File: src/rtl/ps2_pkg.sv
// Shared types and constants for the PS/2 keyboard receiver and key decoder.
// Scan-code values, held-key bit positions and the (ext, code) -> key_state lookup.
package ps2_pkg;

  typedef enum logic [1:0] {
    ST_IDLE   = 2'd0,
    ST_DATA   = 2'd1,
    ST_PARITY = 2'd2,
    ST_STOP   = 2'd3
  } rx_state_e;

  localparam logic [7:0] PS2_EXT   = 8'hE0;
  localparam logic [7:0] PS2_BRK   = 8'hF0;

  localparam logic [7:0] KEY_LEFT  = 8'h6B;
  localparam logic [7:0] KEY_RIGHT = 8'h74;
  localparam logic [7:0] KEY_UP    = 8'h75;
  localparam logic [7:0] KEY_DOWN  = 8'h72;
  localparam logic [7:0] KEY_A     = 8'h1C;
  localparam logic [7:0] KEY_D     = 8'h23;
  localparam logic [7:0] KEY_W     = 8'h1D;
  localparam logic [7:0] KEY_S     = 8'h1B;

  localparam int unsigned KEY_STATE_W = 8;
  localparam int unsigned KS_IDX_W    = 3;

  localparam int unsigned KS_LEFT  = 0;
  localparam int unsigned KS_RIGHT = 1;
  localparam int unsigned KS_UP    = 2;
  localparam int unsigned KS_DOWN  = 3;
  localparam int unsigned KS_A     = 4;
  localparam int unsigned KS_D     = 5;
  localparam int unsigned KS_W     = 6;
  localparam int unsigned KS_S     = 7;

  typedef struct packed {
    logic                hit;
    logic [KS_IDX_W-1:0] idx;
  } key_map_t;

  // Map an (extended, scan code) pair onto its held-key bit, if any.
  function automatic key_map_t key_lookup(input logic ext, input logic [7:0] code);
    key_map_t m;
    m.hit = 1'b1;
    m.idx = '0;
    case ({ext, code})
      {1'b1, KEY_LEFT}:  m.idx = KS_IDX_W'(KS_LEFT);
      {1'b1, KEY_RIGHT}: m.idx = KS_IDX_W'(KS_RIGHT);
      {1'b1, KEY_UP}:    m.idx = KS_IDX_W'(KS_UP);
      {1'b1, KEY_DOWN}:  m.idx = KS_IDX_W'(KS_DOWN);
      {1'b0, KEY_A}:     m.idx = KS_IDX_W'(KS_A);
      {1'b0, KEY_D}:     m.idx = KS_IDX_W'(KS_D);
      {1'b0, KEY_W}:     m.idx = KS_IDX_W'(KS_W);
      {1'b0, KEY_S}:     m.idx = KS_IDX_W'(KS_S);
      default:           m.hit = 1'b0;
    endcase
    return m;
  endfunction

endpackage

File: src/rtl/ps2_rx.sv
// PS/2 frame receiver: synchronizers, clock glitch filter, 11-bit frame FSM and
// inter-edge timeout. Byte/error indications are combinational in the STOP strobe cycle.
module ps2_rx
  import ps2_pkg::*;
#(
  parameter int unsigned CLK_FREQ_HZ = 65_000_000,
  parameter int unsigned TIMEOUT_US  = 2000,
  parameter int unsigned FILTER_LEN  = 8
) (
  input  logic       clk,
  input  logic       rst_n,
  input  logic       ps2_clk,
  input  logic       ps2_data,
  output logic [7:0] data_byte_c,
  output logic       byte_valid_c,
  output logic       frame_err_c
);

  localparam int unsigned TIMEOUT_CYC = CLK_FREQ_HZ / 1_000_000 * TIMEOUT_US;
  localparam int unsigned TO_W        = $clog2(TIMEOUT_CYC + 1);
  localparam int unsigned FLT_W       = (FILTER_LEN > 1) ? $clog2(FILTER_LEN) : 1;

  logic [1:0]       clk_sync_q, dat_sync_q;
  logic             flt_q, flt_d, flt_prev_q;
  logic [FLT_W-1:0] flt_cnt_q, flt_cnt_d;
  logic             clk_s, dat_s, strobe_c;

  rx_state_e        state_q, state_d;
  logic [7:0]       shift_q, shift_d;
  logic [2:0]       bit_cnt_q, bit_cnt_d;
  logic             par_q, par_d;
  logic [TO_W-1:0]  to_cnt_q, to_cnt_d;
  logic             timeout_c, stop_ok_c;

  assign clk_s = clk_sync_q[1];
  assign dat_s = dat_sync_q[1];

  // Synchronizers and filter rest at the idle bus level.
  always_ff @(posedge clk or negedge rst_n) begin
    if (!rst_n) begin
      clk_sync_q <= 2'b11;
      dat_sync_q <= 2'b11;
      flt_q      <= 1'b1;
      flt_prev_q <= 1'b1;
      flt_cnt_q  <= '0;
    end else begin
      clk_sync_q <= {clk_sync_q[0], ps2_clk};
      dat_sync_q <= {dat_sync_q[0], ps2_data};
      flt_q      <= flt_d;
      flt_prev_q <= flt_q;
      flt_cnt_q  <= flt_cnt_d;
    end
  end

  // Accept a new clock level only after it has differed for FILTER_LEN cycles.
  always_comb begin
    flt_d     = flt_q;
    flt_cnt_d = '0;
    if (clk_s != flt_q) begin
      if (flt_cnt_q == FLT_W'(FILTER_LEN - 1)) begin
        flt_d = clk_s;
      end else begin
        flt_cnt_d = flt_cnt_q + 1'b1;
      end
    end
  end

  assign strobe_c  = flt_prev_q & ~flt_q;
  assign timeout_c = (state_q != ST_IDLE) && !strobe_c && (to_cnt_q == TO_W'(TIMEOUT_CYC));
  assign stop_ok_c = dat_s & (^{shift_q, par_q});

  always_ff @(posedge clk or negedge rst_n) begin
    if (!rst_n) begin
      state_q <= ST_IDLE;
    end else begin
      state_q <= state_d;
    end
  end

  always_comb begin
    state_d = state_q;
    if (timeout_c) begin
      state_d = ST_IDLE;
    end else if (strobe_c) begin
      case (state_q)
        ST_IDLE:   if (!dat_s) state_d = ST_DATA;
        ST_DATA:   if (bit_cnt_q == 3'd7) state_d = ST_PARITY;
        ST_PARITY: state_d = ST_STOP;
        ST_STOP:   state_d = ST_IDLE;
        default:   state_d = ST_IDLE;
      endcase
    end
  end

  always_comb begin
    data_byte_c  = shift_q;
    byte_valid_c = 1'b0;
    frame_err_c  = timeout_c;
    if (strobe_c && (state_q == ST_STOP)) begin
      byte_valid_c = stop_ok_c;
      frame_err_c  = ~stop_ok_c;
    end
  end

  // Shift register, bit counter, parity capture and timeout counter.
  always_comb begin
    shift_d   = shift_q;
    bit_cnt_d = bit_cnt_q;
    par_d     = par_q;
    if ((state_q == ST_IDLE) || timeout_c || strobe_c) begin
      to_cnt_d = '0;
    end else begin
      to_cnt_d = to_cnt_q + 1'b1;
    end
    if (strobe_c && !timeout_c) begin
      case (state_q)
        ST_IDLE:   bit_cnt_d = '0;
        ST_DATA: begin
          shift_d   = {dat_s, shift_q[7:1]};
          bit_cnt_d = bit_cnt_q + 1'b1;
        end
        ST_PARITY: par_d = dat_s;
        default:   ;
      endcase
    end
  end

  always_ff @(posedge clk or negedge rst_n) begin
    if (!rst_n) begin
      shift_q   <= '0;
      bit_cnt_q <= '0;
      par_q     <= 1'b0;
      to_cnt_q  <= '0;
    end else begin
      shift_q   <= shift_d;
      bit_cnt_q <= bit_cnt_d;
      par_q     <= par_d;
      to_cnt_q  <= to_cnt_d;
    end
  end

endmodule

File: src/rtl/ps2_key_decoder.sv
// PS/2 keyboard front end: turns raw bus lines into scan-code events and a
// held-key bitmap for the two players' controls.
module ps2_key_decoder
  import ps2_pkg::*;
#(
  parameter int unsigned CLK_FREQ_HZ = 65_000_000,
  parameter int unsigned TIMEOUT_US  = 2000,
  parameter int unsigned FILTER_LEN  = 8
) (
  input  logic                   clk,
  input  logic                   rst_n,
  input  logic                   ps2_clk,
  input  logic                   ps2_data,
  output logic [7:0]             key_code,
  output logic                   key_ext,
  output logic                   key_break,
  output logic                   key_valid,
  output logic                   frame_err,
  output logic [KEY_STATE_W-1:0] key_state
);

  logic [7:0]             rx_byte_c;
  logic                   rx_valid_c, rx_err_c;
  key_map_t               map_c;

  logic [7:0]             code_q, code_d;
  logic                   ext_q, ext_d, brk_q, brk_d;
  logic                   valid_q, valid_d, err_q, err_d;
  logic                   ext_pend_q, ext_pend_d, brk_pend_q, brk_pend_d;
  logic [KEY_STATE_W-1:0] key_state_q, key_state_d;

  ps2_rx #(
    .CLK_FREQ_HZ(CLK_FREQ_HZ),
    .TIMEOUT_US (TIMEOUT_US),
    .FILTER_LEN (FILTER_LEN)
  ) u_rx (
    .clk         (clk),
    .rst_n       (rst_n),
    .ps2_clk     (ps2_clk),
    .ps2_data    (ps2_data),
    .data_byte_c (rx_byte_c),
    .byte_valid_c(rx_valid_c),
    .frame_err_c (rx_err_c)
  );

  assign map_c = key_lookup(ext_pend_q, rx_byte_c);

  // Prefix tracking, event reporting and held-key update.
  always_comb begin
    code_d      = code_q;
    ext_d       = ext_q;
    brk_d       = brk_q;
    valid_d     = 1'b0;
    err_d       = rx_err_c;
    ext_pend_d  = ext_pend_q;
    brk_pend_d  = brk_pend_q;
    key_state_d = key_state_q;
    if (rx_err_c) begin
      ext_pend_d = 1'b0;
      brk_pend_d = 1'b0;
    end else if (rx_valid_c) begin
      if (rx_byte_c == PS2_EXT) begin
        ext_pend_d = 1'b1;
      end else if (rx_byte_c == PS2_BRK) begin
        brk_pend_d = 1'b1;
      end else begin
        valid_d    = 1'b1;
        code_d     = rx_byte_c;
        ext_d      = ext_pend_q;
        brk_d      = brk_pend_q;
        ext_pend_d = 1'b0;
        brk_pend_d = 1'b0;
        if (map_c.hit) begin
          key_state_d[map_c.idx] = ~brk_pend_q;
        end
      end
    end
  end

  always_ff @(posedge clk or negedge rst_n) begin
    if (!rst_n) begin
      code_q      <= '0;
      ext_q       <= 1'b0;
      brk_q       <= 1'b0;
      valid_q     <= 1'b0;
      err_q       <= 1'b0;
      ext_pend_q  <= 1'b0;
      brk_pend_q  <= 1'b0;
      key_state_q <= '0;
    end else begin
      code_q      <= code_d;
      ext_q       <= ext_d;
      brk_q       <= brk_d;
      valid_q     <= valid_d;
      err_q       <= err_d;
      ext_pend_q  <= ext_pend_d;
      brk_pend_q  <= brk_pend_d;
      key_state_q <= key_state_d;
    end
  end

  assign key_code  = code_q;
  assign key_ext   = ext_q;
  assign key_break = brk_q;
  assign key_valid = valid_q;
  assign frame_err = err_q;
  assign key_state = key_state_q;

endmodule

File: config.mk
export PLATFORM = sky130hd
export DESIGN_NAME = ps2_key_decoder
export DESIGN_NICKNAME = d
export VERILOG_FILES = /design/src/rtl/ps2_pkg.sv /design/src/rtl/ps2_rx.sv /design/src/rtl/ps2_key_decoder.sv
export SDC_FILE = /design/constraint.sdc
export NUM_CORES = 1
export LEC_CHECK = 0
export CAP_MARGIN = 15
export CORE_AREA = 2 2 99 101
export DETAILED_ROUTE_END_ITERATION = 8
export DIE_AREA = 0 0 101 103
export PLACE_DENSITY = 0.58
export SYNTH_ARGS = -nofsm -noshare
export SYNTH_HDL_FRONTEND = slang
export SYNTH_HIERARCHICAL = 1
export SYNTH_SLANG_ARGS = --single-unit
File: constraint.sdc
create_clock -name clk -period 4.5 [get_ports clk]
set_input_delay 0.9 -clock clk [delete_from_list [all_inputs] [get_ports clk]]
set_output_delay 0.9 -clock clk [all_outputs]
set_load 0.005 [all_outputs]
; Word-level counts from Yosys, hierarchy flattened
; Cells that the tools add are included.
[word_totals]
regBits = 62
inputBits = 4
out_inout_bits = 20
word_cells = 105
[classes]
addsub = 3
n_lt_le_gt_ge = 2
eq_ne = 21
n_mux = 28
bitwise_logic = 8
n_reduce_logical = 25
[op_table]
columns = operator, n
row1 = == test 9 bit (second input constant), 4
row2 = == test 9 x 5 -> 1 bit (second input constant), 3
row3 = one-hot mux 3 bit (7 select lines), 1
row4 = adder 17 x 1 -> 17 bit (second input constant), 1
row5 = == test 17 bit (second input constant), 1
row6 = two-way mux 17 bit, 1
row7 = == test 8 bit (second input constant), 2
row8 = two-way mux 1 bit, 16
row9 = AND reduction 2 bit, 6
row10 = == test 9 x 6 -> 1 bit (second input constant), 1
row11 = parity 9 bit, 1
row12 = bitwise mux 8 bit, 1
row13 = two-way mux 2 bit, 4
row14 = one-hot mux 2 bit (4 select lines), 1
row15 = nonzero test 2 bit, 4
row16 = OR reduction 8 bit, 1
row17 = adder 3 x 1 -> 3 bit (second input constant), 2
row18 = == test 3 bit (second input constant), 2
row19 = two-way mux 3 bit, 2
row20 = != test 3 bit (second input constant), 2
row21 = inverter 1 bit, 6
row22 = one-hot mux 3 bit (2 select lines), 1
row23 = logical AND 1 bit, 5
row24 = AND reduction 5 bit, 1
row25 = 14 further kinds, 18

; Depth between registers and ports, before layout
; Gate-level depths: netlist (run 1).
[depth]
depth_word = 8
ltp_mapped = 11
mapped_depth_nobuf = 11

; By module
; Netlist (run 1), hierarchy kept.
[by_module_without_submodules]
columns = mod, n_inst, cells_per_inst, area_each_um2, seq_area_each_um2
row1 = ps2_rx, 1, 160, 1905.6, 1008.5
row2 = ps2_key_decoder, 1, 92, 1088.5, 550.5

; Least setup slack after synthesis (run 1)
; OpenSTA, ideal clock, no wires.
[synth_timing]
path_kind = register to register
from = reg u_rx.shift_q[1], in the netlist u_rx/data_byte_c[1]
to = reg key_state_q[6], in the netlist key_state[6]
setup_time_ns = 0.079
arrival_time_ns = 2.493
required_ns = 4.421
path_slack_ns = 1.927
path_stages_with_launch = 11
path_buffers = 0
period_less_slack_ns = 2.573
cell_sequence = dfrtp_1 > xnor2_1 > xnor3_1 > xnor2_1 > and2_1 > nor2b_2 > nand2b_1 > a21oi_4 > or3b_1 > nor3_2 > mux2i_1
[synth_via]
word_cells_on_any_way = 28
cone_classes = order compare: 2 / eq/ne: 10 / mux: 7 / bitwise: 5 / reduce/logical: 4
[synth_lines]
columns = element, line
row1 = from (decl), ps2_rx.sv:29  ; logic [7:0] shift_q, shift_d;
row2 = from (signal assigned), ps2_rx.sv:135  ; shift_q <= shift_d;
row3 = parity 9 bit, ps2_rx.sv:70  ; assign stop_ok_c = dat_s & (^{shift_q, par_q});
row4 = AND 1 bit, ps2_rx.sv:70
row5 = two-way mux 1 bit, ps2_rx.sv:99  ; if (strobe_c && (state_q == ST_STOP)) begin
row6 = via rx_valid_c, ps2_key_decoder.sv:23  ; logic rx_valid_c, rx_err_c;
row7 = AND reduction 5 bit (no line), -
row8 = to (signal assigned), ps2_key_decoder.sv:98  ; key_state_q <= key_state_d;
row9 = to (decl), ps2_key_decoder.sv:30  ; logic [KEY_STATE_W-1:0] key_state_q, key_state_d;
; The timed path passes the listed nets, and every way through them passes these cells.
; A chain may end at the register's enable or synchronous reset.

; Final worst setup path (run 1)
[layout_timing]
from = reg u_rx.shift_q[1], in the netlist u_rx/data_byte_c[1]
to = reg key_state_q[2], in the netlist key_state[2]
; The elaborated chain is that of the path after synthesis.

==> run_results.csv, run 1 <==
group,metric,value,unit
job,max_cap_violations,0,
global_route,grt_overflow,0,
setup_path,path_max_fanout,16,
cts,ctsLongestPathBuffers,2,
worst_hold_path,hp-start,"u_rx/dat_sync_q[0]",
logic_synthesis,syn_area_per_cell,11.88,um^2
power,p_per_area,384.8,nW/um^2
timing,min_period,3.012,ns
logic_synthesis,synth_cell_types,50,
outcome,outcome,"completed",
layout,fin_nets,297,
setup_path,path_delay_family,"simple AND/OR/NAND/NOR gates",
logic_synthesis,ys_ff_latch,62,
layout,drive_gt1_share,19.16,%
logic_synthesis,synth_common_cells,"56 x dfrtp_1, 20 x mux2_2, 19 x nor2_1",
cts,clk_pin_slew,0.07,ns
drt,ant_nets,0,
timing,rsz0062_at_grt,"no",
setup_path,cpPeakStageDelay,0.49,ns
timing,finalCritPeriodShare,66.94,%
setup_path,r2r_slack,1.49,ns
cts,cts_tree,"done",
worst_hold_path,min_to,"u_rx/dat_sync_q[1]",
global_route,antenna_found_initial,0,
setup_path,cpMaxStageDelayCell,"dfrtp_1",
floorplanning,die_w,101,um
floorplanning,start_util,31.65,%
setup_path,worst_ep_arrival_time,3.27,ns
drt,drt-total-wl,5.243,mm
floorplanning,die-area,10400,um^2
global_route,grt_pass1_wl,9.466,mm
global_route,first_global_vias,1909,
cts,cts_root_buf,"clkbuf_8",
global_route,grt_max_degree,34,
logic_synthesis,yosys.area.top_type,"dfrtp_1",
setup_path,worst_path_most_repeated_cell,"xnor2_1",
layout,fin_area,3536,um^2
power,p_leak,0.001595,uW
timing,worstMarginPinSlew,0.6596,ns
logic_synthesis,synthArstFlopShare,100.0,%
timing,setup_viol,0,
floorplanning,rows,36,
cts,clock_sinks,62,
placement,portBuffers,23,
logic_synthesis,synth.most_common_cell,"dfrtp_1",
setup_path,r2r-end,"key_state[2]",
logic_synthesis,yosys-top-cells-area,"dfrtp_1 47%, mux2_2 7.5%, dfstp_2 5.3%",
drt,drt_iter0_drc,26,
setup_path,r2r_start,"u_rx/data_byte_c[1]",
floorplanning,core_area,9459,um^2
setup_path,critPathLaunch,"u_rx/data_byte_c[1]",
drt,dr.pass1.iters,4,
drt,wl_per_cell,13.07,um
cts,postCtsHoldBufs,0,
drt,drc,0,
logic_synthesis,syn-num-nets,267,
setup_path,cp.depth,10,
placement,place_area,3343,um^2
timing,fmax,0.3320,GHz
timing,whs,0.3562,ns
cts,ctsResizeCount,0,
timing,finalMaxSlewViolations,0,
power,vdd_drop_max,195.7,uV
timing,relSlewSlack,56.03,%
setup_path,critical_path_class,"reg -> reg",
logic_synthesis,seq_area_frac_synth,52.07,%
cts,ctsHtreeMaxLevel,3,
layout,synthToLayoutAreaGrowth,18.09,%
logic_synthesis,yosysWarningCount,6,
timing,fin_skew,0.007386,ns
logic_synthesis,synth_edf_count,0,
logic_synthesis,syn_inst,252,
setup_path,cp-start-kind,"flip-flop",
logic_synthesis,netlist_area,2994,um^2
setup_path,path_buf_inv,0,
setup_path,rr_worst_depth,10,
cts,cts_made_buffers,9,
global_route,grt_usage,11.70,%
logic_synthesis,synth_ff_type,"dfrtp_1",
drt,viasPerCell,4.773,
placement,place_congestion,0.7610,
floorplanning,top_level_ports,24,
cts,clk_latency,0.33,ns
timing,tns,0,ns
timing,hold_viol,0,
cts,cts_setup_buffers,0,
layout,antennaDiodeCount,0,
setup_path,cp_data_required_time,4.76,ns
worst_hold_path,holdPathStages,0,
worst_hold_path,hp-class,"reg -> reg",
setup_path,path_cells,"xnor2_1 -> xnor3_1 -> xnor2_1 -> and2_1 -> nor2b_2 -> nand2b_1 -> a21oi_4 -> nand2_1 -> nor4b_1 -> mux2i_1",
logic_synthesis,synth_top_area_share,46.80,%
setup_path,crit_path_end_kind,"flip-flop",
placement,hpwlAfterDp,3.604,mm
floorplanning,die_h,103,um
drt,vias,1914,
## report_power, final
| part | switching [uW] | internal [uW] | total, uW | leakage (uW) |
|---|---|---|---|---|
| sequential | 43.5 | 613 | 657 | 0.000838 |
| clock | 210 | 269 | 479 | 0.0000964 |
| combinational | 129 | 95.7 | 225 | 0.000661 |
## registers in the layout (all words and copies together) (netlist names), 2 cells and up
| signal | flops |
|---|---|
| key_state | 8 |
| u_rx/state_q | 2 |
| u_rx/clk_sync_q | 2 |
| key_code | 8 |
| u_rx/flt_cnt_q | 3 |
| u_rx/data_byte_c | 8 |
| u_rx/dat_sync_q | 2 |
| u_rx/to_cnt_q | 17 |
| u_rx/bit_cnt_q | 3 |
## layout by cell type, fill, tap and decap left out, types with 3 or more instances in the layout
master           instances
clkbuf_8                10
and4_1                   3
and2_1                   5
nand2_1                 15
nand3_1                  6
xnor2_1                 10
nand4_1                  6
ha_1                    11
dfrtp_1                 56
xor2_1                  11
mux2_2                  20
nand2b_1                 3
mux2i_1                  7
a21oi_1                  4
inv_1                   15
nor2_1                  19
a32o_1                   3
o21ai_0                  6
and3_1                   3
clkdlybuf4s50_1         22
dfstp_2                  6
## cells by family after synthesis
family | count (synthesis) | share of synthesized area, %
AND/OR/NAND/NOR | 87 | 18.10
multiplexers | 27 | 9.862
flip-flops | 62 | 52.07
adder cells (fa/ha/maj) | 11 | 4.597
buffers and inverters | 20 | 2.758
XOR/XNOR | 22 | 6.895
AO/OA/AOI/OAI | 23 | 5.725
## per-stage QoR
stage          power (uW)  std cells  setup slack (ns)  utilization [%]
5_1_grt              1455        401             1.229            37.38
3_5_place_dp        896.7        385             1.471            35.34
2_1_floorplan       839.0        252             1.927                -
4_1_cts              1388        401             1.454            37.38
6_report             1361        401             1.488            37.38
3_3_place_gp        887.7        385             1.551            35.34
## area by class of cell
class / count / area, um^2
fillers: 942 / 5923
flip-flops and latches: 62 / 1559
well taps: 114 / 142.6
multi-input cells: 170 / 1353
inverters: 15 / 56.30
repair buffers: 24 / 232.7
clock buffers: 12 / 145.1
clock inverters: 4 / 47.55
## worst reg2reg max path, cell delays in order, from the launching register on
cell and delay [ns]:
dfrtp_1 0.49, xnor2_1 0.20, xnor3_1 0.42, xnor2_1 0.15
and2_1 0.16, nor2b_2 0.21, nand2b_1 0.12, a21oi_4 0.41
nand2_1 0.19, nor4b_1 0.39, mux2i_1 0.22
## worst max path at each step
stage              endpoint
2_1_floorplan  key_state[6]
3_3_place_gp   key_state[6]
3_5_place_dp   key_state[6]
4_1_cts        key_state[6]
5_1_grt        key_state[0]
6_report       key_state[2]
## routing by layer
| metal | global-route usage [%] | wire length (um) |
|---|---|---|
| met5 | 0 | 0 |
| met4 | 3.430 | 61 |
| met3 | 4.339 | 271 |
| met2 | 17.54 | 2347 |
| met1 | 15.91 | 2563 |
Note: power is estimated with default switching activity, not from simulation.
==> run 2, diff against run 1 <==
==> constraint.sdc (replaced) <==
create_clock -name clk -period 3 [get_ports clk]
set_input_delay 0.6 -clock clk [delete_from_list [all_inputs] [get_ports clk]]
set_output_delay 0.6 -clock clk [all_outputs]
set_load 0.005 [all_outputs]
==> run 2 against run 1 <==
  * Combinational power grew 54%
  * Wire length grew 0.27%
  * Sequential power grew 50%
  * Via count shrank 0.16%
  * First-iteration DRC count grew 100%
  * Clock-buffer cell count grew 1
  * Global-route usage shrank 0.59 points
  * Clock power grew 63%
  * Core utilization grew 0.65 points
==> run_results.csv, run 2 (synthesized netlist as in run 1, its figures left out) <==
group,metric,value,unit
outcome,outcome,"completed",
global_route,grt_usage,11.11,%
global_route,antenna_found_initial,0,
placement,dp.cells,388,
cts,clock_sinks,62,
timing,finalMaxSlewViolations,0,
drt,drt-total-wl,5.257,mm
cts,ctsResizeCount,0,
layout,fillers,931,
drt,vias,1911,
global_route,grt_max_degree,33,
layout,drive_gt1_share,20.69,%
drt,viasPerCell,4.730,
setup_path,r2r_start,"u_rx/data_byte_c[5]",
cts,ctsLongestPathBuffers,2,
timing,tns,0,ns
setup_path,path_max_fanout,7,
global_route,first_global_vias,1888,
timing,fin_skew,0.008516,ns
timing,whs,0.3107,ns
drt,dr.pass1.iters,4,
setup_path,cp-endpoint,"key_state[6]",
floorplanning,die-area,10400,um^2
floorplanning,top_level_ports,24,
cts,clk_pin_slew,0.07,ns
timing,relSlewSlack,52.19,%
power,p_leak,0.001635,uW
job,max_cap_violations,0,
drt,ant_nets,0,
cts,ctsHtreeMaxLevel,3,
layout,fin_util,38.03,%
floorplanning,rows,36,
placement,hpwlAfterDp,3.643,mm
drt,wl_per_cell,13.01,um
drt,wl_met1,2.604,mm
layout,largest_register_ffs,17,
setup_path,rr_worst_depth,10,
setup_path,worst_ep_arrival_time,2.92,ns
cts,cts_setup_buffers,0,
setup_path,cp_data_required_time,3.26,ns
floorplanning,core_area,9459,um^2
setup_path,critical_path_class,"reg -> reg",
drt,route.met2.wl,2.365,mm
placement,place_congestion,0.7460,
layout,final_cell_mix,"56 x dfrtp_1, 22 x clkdlybuf4s50_1, 20 x mux2_2",
layout,final_common_cell,"dfrtp_1",
cts,cts_made_buffers,9,
timing,finalCritPeriodShare,88.62,%
setup_path,r2r-end,"key_state[6]",
floorplanning,die_h,103,um
drt,wl_met3,218,um
worst_hold_path,hp-class,"in -> async",
timing,rsz0062_at_grt,"no",
setup_path,r2r_slack,0.34,ns
setup_path,critPathLaunch,"u_rx/data_byte_c[5]",
layout,finalNonFillerCells,404,
floorplanning,die_w,101,um
power,vdd_drop_max,257.9,uV
cts,cts_root_buf,"clkbuf_8",
timing,setup_viol,0,
global_route,grt_pass1_wl,9.032,mm
global_route,grt_overflow,0,
cts,cts_tree,"done",
drt,maxUsedRoutingLayer,"met4",
power,p_per_area,587.1,nW/um^2
drt,drt_iter0_drc,53,
power,power.total,2112,uW
timing,hold_viol,0,
layout,fin_nets,300,
setup_path,crit_path_end_kind,"flip-flop",
layout,largest-register,"u_rx/to_cnt_q",
layout,antennaDiodeCount,0,
timing,worstMarginPinSlew,0.7172,ns
timing,min_period,2.658,ns
placement,portBuffers,23,
layout,synthToLayoutAreaGrowth,20.14,%
drt,drc,0,
cts,postCtsHoldBufs,0,
timing,fmax,0.3762,GHz
cts,clk_latency,0.34,ns
setup_path,cp-start-kind,"flip-flop",
floorplanning,start_util,31.65,%
[run 2: changes by cell type in the layout (fill, tap and decap cells not counted), sizes merged]
cell      delta
buf          +3
clkbuf       +1
clkinvlp     -1
[run 2: worst min-delay path by stage]
stage                               endpoint          startpoint  slack [ns]
after floorplan                   brk_pend_q               rst_n        0.30
after CTS                       key_state[2]               rst_n        0.33
after global routing            key_state[2]               rst_n        0.36
final                           key_state[2]               rst_n        0.31
after global placement    u_rx/clk_sync_q[1]  u_rx/clk_sync_q[0]        0.35
after detailed placement  u_rx/clk_sync_q[1]  u_rx/clk_sync_q[0]        0.35
[run 2: layer usage]
layer / vias up / track usage (%)
li1: 947 / -
met1: 921 / 14.59
met2: 34 / 17.23
met3: 9 / 3.661
met4: 0 / 4.054
met5: - / 0
[run 2: cell type report]
type	count	area, um^2	area share, %
clock buffers	13	178.9	4.974
clock inverters	3	40.04	1.113
inverters	15	56.30	1.565
multi-input cells	170	1353	37.60
flip-flops and latches	62	1559	43.34
well taps	114	142.6	3.965
repair buffers	27	267.8	7.443
[run 2: through the flow]
stage	setup WS [ns]	instance area, um^2
floorplan	0.4274	2994
global placement	0.4031	3378
detailed placement	0.3521	3378
CTS	0.3321	3597
global route	0.1050	3597
finish	0.3415	3597
[run 2: critical path: stages (launching register included)]
cell,delay [ns]
dfrtp_1,0.46
xnor2_1,0.24
xnor3_1,0.35
xnor2_1,0.14
and2_1,0.15
nor2b_2,0.20
nand2b_1,0.11
a21oi_4,0.16
or3b_1,0.39
nor3_2,0.18
mux2i_1,0.19
[run 2: where the power goes]
part	leakage (uW)	switching [uW]	internal (uW)
logic	0.000682	198	150
registers	0.000838	65.2	920
clock network	0.000115	308	471
total	0.00163	571	1540
==> run 3, diff against run 2 <==
--- a/config.mk
+++ b/config.mk
@@ -7,9 +7,11 @@
 export LEC_CHECK = 0
 export CAP_MARGIN = 15
 export CORE_AREA = 2 2 99 101
+export CTS_CLUSTER_SIZE = 28
 export DETAILED_ROUTE_END_ITERATION = 8
 export DIE_AREA = 0 0 101 103
 export PLACE_DENSITY = 0.58
+export RECOVER_POWER = 50
 export SYNTH_ARGS = -nofsm -noshare
 export SYNTH_HDL_FRONTEND = slang
 export SYNTH_HIERARCHICAL = 1
==> run 3 against run 2 <==
  * The run now ends with max-capacitance violations, max-slew violations left
  * Core utilization down 0.21 points
  * Combinational power is 2% lower
  * Critical path depth is the same
  * Setup slack worse by 0.0015 ns
  * Wire length grew 0.29%
  * Hold slack gained 0.044 ns
  * Global-route usage unchanged
  * First-iteration DRC count is 34% higher
  * Critical path type unchanged
  * Critical endpoint unchanged
  * Largest power group unchanged
==> run_results.csv, run 3 (synthesized netlist as in run 1, its figures left out) <==
group,metric,value,unit
global_route,first_global_vias,1888,
setup_path,path_buf_inv,0,
setup_path,critical_path_class,"reg -> reg",
setup_path,path_cells,"xnor2_1 -> xnor3_1 -> xnor2_1 -> and2_1 -> nor2b_2 -> nand2b_1 -> a21oi_4 -> or3b_1 -> nor3_2 -> mux2i_1",
layout,seq_area,1559,um^2
timing,finalCritPeriodShare,88.67,%
placement,portBuffers,23,
floorplanning,top_level_ports,24,
placement,place_area,3378,um^2
drt,ant_nets,0,
power,p_per_area,588.1,nW/um^2
placement,place_congestion,0.7460,
floorplanning,die_w,101,um
setup_path,cp-start-kind,"flip-flop",
cts,cts_setup_buffers,0,
global_route,antenna_found_initial,0,
cts,ctsLongestPathBuffers,2,
setup_path,path_delay_family,"simple AND/OR/NAND/NOR gates",
setup_path,cp_data_required_time,3.26,ns
job,max_cap_violations,1,
drt,drt_iter0_drc,71,
setup_path,r2r_start,"u_rx/data_byte_c[5]",
setup_path,critPathLaunch,"u_rx/data_byte_c[5]",
placement,dp.cells,388,
power,vdd_drop_max,258.4,uV
setup_path,r2r_slack,0.34,ns
power,pwr-share-seq,46.7,%
timing,rsz0062_at_grt,"no",
floorplanning,rows,36,
timing,tns,0,ns
layout,fin_util,37.82,%
power,swShare,27.21,%
layout,antennaDiodeCount,0,
layout,drive_gt1_share,19.66,%
setup_path,crit_path_end_kind,"flip-flop",
power,p_leak,0.001622,uW
floorplanning,die_h,103,um
global_route,grt_overflow,0,
floorplanning,core_area,9459,um^2
power,netSwitchingPower,572.3,uW
setup_path,path_max_fanout,7,
setup_path,cp-endpoint,"key_state[6]",
worst_hold_path,hp-class,"reg -> reg",
power,p_int,1531,uW
setup_path,worst_ep_arrival_time,2.92,ns
outcome,outcome,"finished with violations",
worst_hold_path,hp-start,"u_rx/clk_sync_q[0]",
setup_path,cpMaxStageDelayCell,"dfrtp_1",
drt,wl_per_cell,13.05,um
layout,largest-register,"u_rx/to_cnt_q",
cts,cts_made_buffers,9,
cts,ctsHtreeMaxLevel,3,
setup_path,r2r-end,"key_state[6]",
cts,cts_root_buf,"clkbuf_8",
layout,fin_area,3577,um^2
drt,drc,0,
drt,drt-total-wl,5.272,mm
layout,fillers,935,
layout,final_cell_mix,"56 x dfrtp_1, 20 x mux2_2, 20 x clkdlybuf4s50_1",
power,comb_power_share,16.1,%
setup_path,rr_worst_depth,10,
timing,setup_viol,0,
layout,finalNonFillerCells,404,
layout,synthToLayoutAreaGrowth,19.47,%
floorplanning,die-area,10400,um^2
timing,fin_skew,0.008538,ns
timing,hold_viol,0,
drt,viasPerCell,4.725,
setup_path,cpPeakStageDelay,0.46,ns
setup_path,worst_path_most_repeated_cell,"xnor2_1",
layout,final_common_cell,"dfrtp_1",
outcome,violations,"max-capacitance violations, max-slew violations",
cts,ctsResizeCount,0,
timing,worstMarginPinSlew,1.640,ns
setup_path,cp.depth,10,
placement,hpwlAfterDp,3.643,mm
drt,dr.pass1.iters,4,
cts,clk_pin_slew,0.07,ns
timing,relSlewSlack,-9.344,%
timing,whs,0.3547,ns
floorplanning,start_util,31.65,%
global_route,grt_usage,11.11,%
timing,fmax,0.3759,GHz
timing,min_period,2.660,ns
drt,vias,1909,
timing,finalMaxSlewViolations,32,
global_route,grt_pass1_wl,9.032,mm
cts,cts_tree,"done",
layout,multiInputGateArea,1353,um^2
power,clock_power_share,37.1,%
global_route,grt_max_degree,33,
cts,postCtsHoldBufs,0,
cts,clock_sinks,62,
cts,clk_latency,0.34,ns
layout,largest_register_ffs,17,
layout,fin_nets,300,
[run 3: cell types whose count changed in the layout (fill, tap and decap cells not counted)]
cell             previous run  this run
clkbuf_1                    0         2
buf_2                       1         0
dfstp_2                     6         5
clkdlybuf4s50_1            22        20
dlygate4sd3_1               0         2
clkbuf_2                    0         1
dfstp_1                     0         1
and2_0                      0         1
buf_12                      1         0
and2_1                      5         4
buf_4                       3         2
[run 3: power groups by stage]
stage	Sequential [uW]	Combinational (uW)	Clock [uW]
floorplan	982	277	0
global placement	996	348	0
detailed placement	1000	352	0
CTS	986	353	812
global route	995	395	843
finish	983	339	781
[run 3: final cells by class]
class	count	share of cell area [%]
flip-flops and latches	62	43.58
multi-input cells	170	37.81
repair buffers	27	6.926
clock buffers	13	5.002
well taps	114	3.987
inverters	15	1.574
clock inverters	3	1.119
[run 3: how the worst min path moves through the flow]
stage	end	slack [ns]	cells after the start
after floorplan	brk_pend_q	0.30	0
after global placement	u_rx/clk_sync_q[1]	0.35	0
after detailed placement	u_rx/clk_sync_q[1]	0.35	0
after CTS	key_state[2]	0.33	1
after global routing	u_rx/clk_sync_q[1]	0.36	0
final	u_rx/clk_sync_q[1]	0.35	0
[run 3: worst register-to-register path, delay by kind of cell, from the launching register on]
family / cells / cell delay [ns]
and+or+nand+nor: 5 / 1.04
xor gates and xnor gates: 3 / 0.73
DFF: 1 / 0.46
muxes: 1 / 0.19
AOI/OAI and AO/OA: 1 / 0.16
[run 3: per-stage QoR]
step           setup WS, ns  total power (uW)
6_report             0.3400              2104
3_5_place_dp         0.3521              1354
4_1_cts              0.3321              2151
5_1_grt              0.1050              2232
2_1_floorplan        0.4274              1259
3_3_place_gp         0.4031              1344
[run 3: per-layer routing]
metal	GRT usage (%)	vias up	part of all wire, %
li1	-	946	-
met4	4.054	0	1.3
met1	14.59	924	50
met5	0	-	0
met3	3.661	8	4.0
met2	17.23	31	45
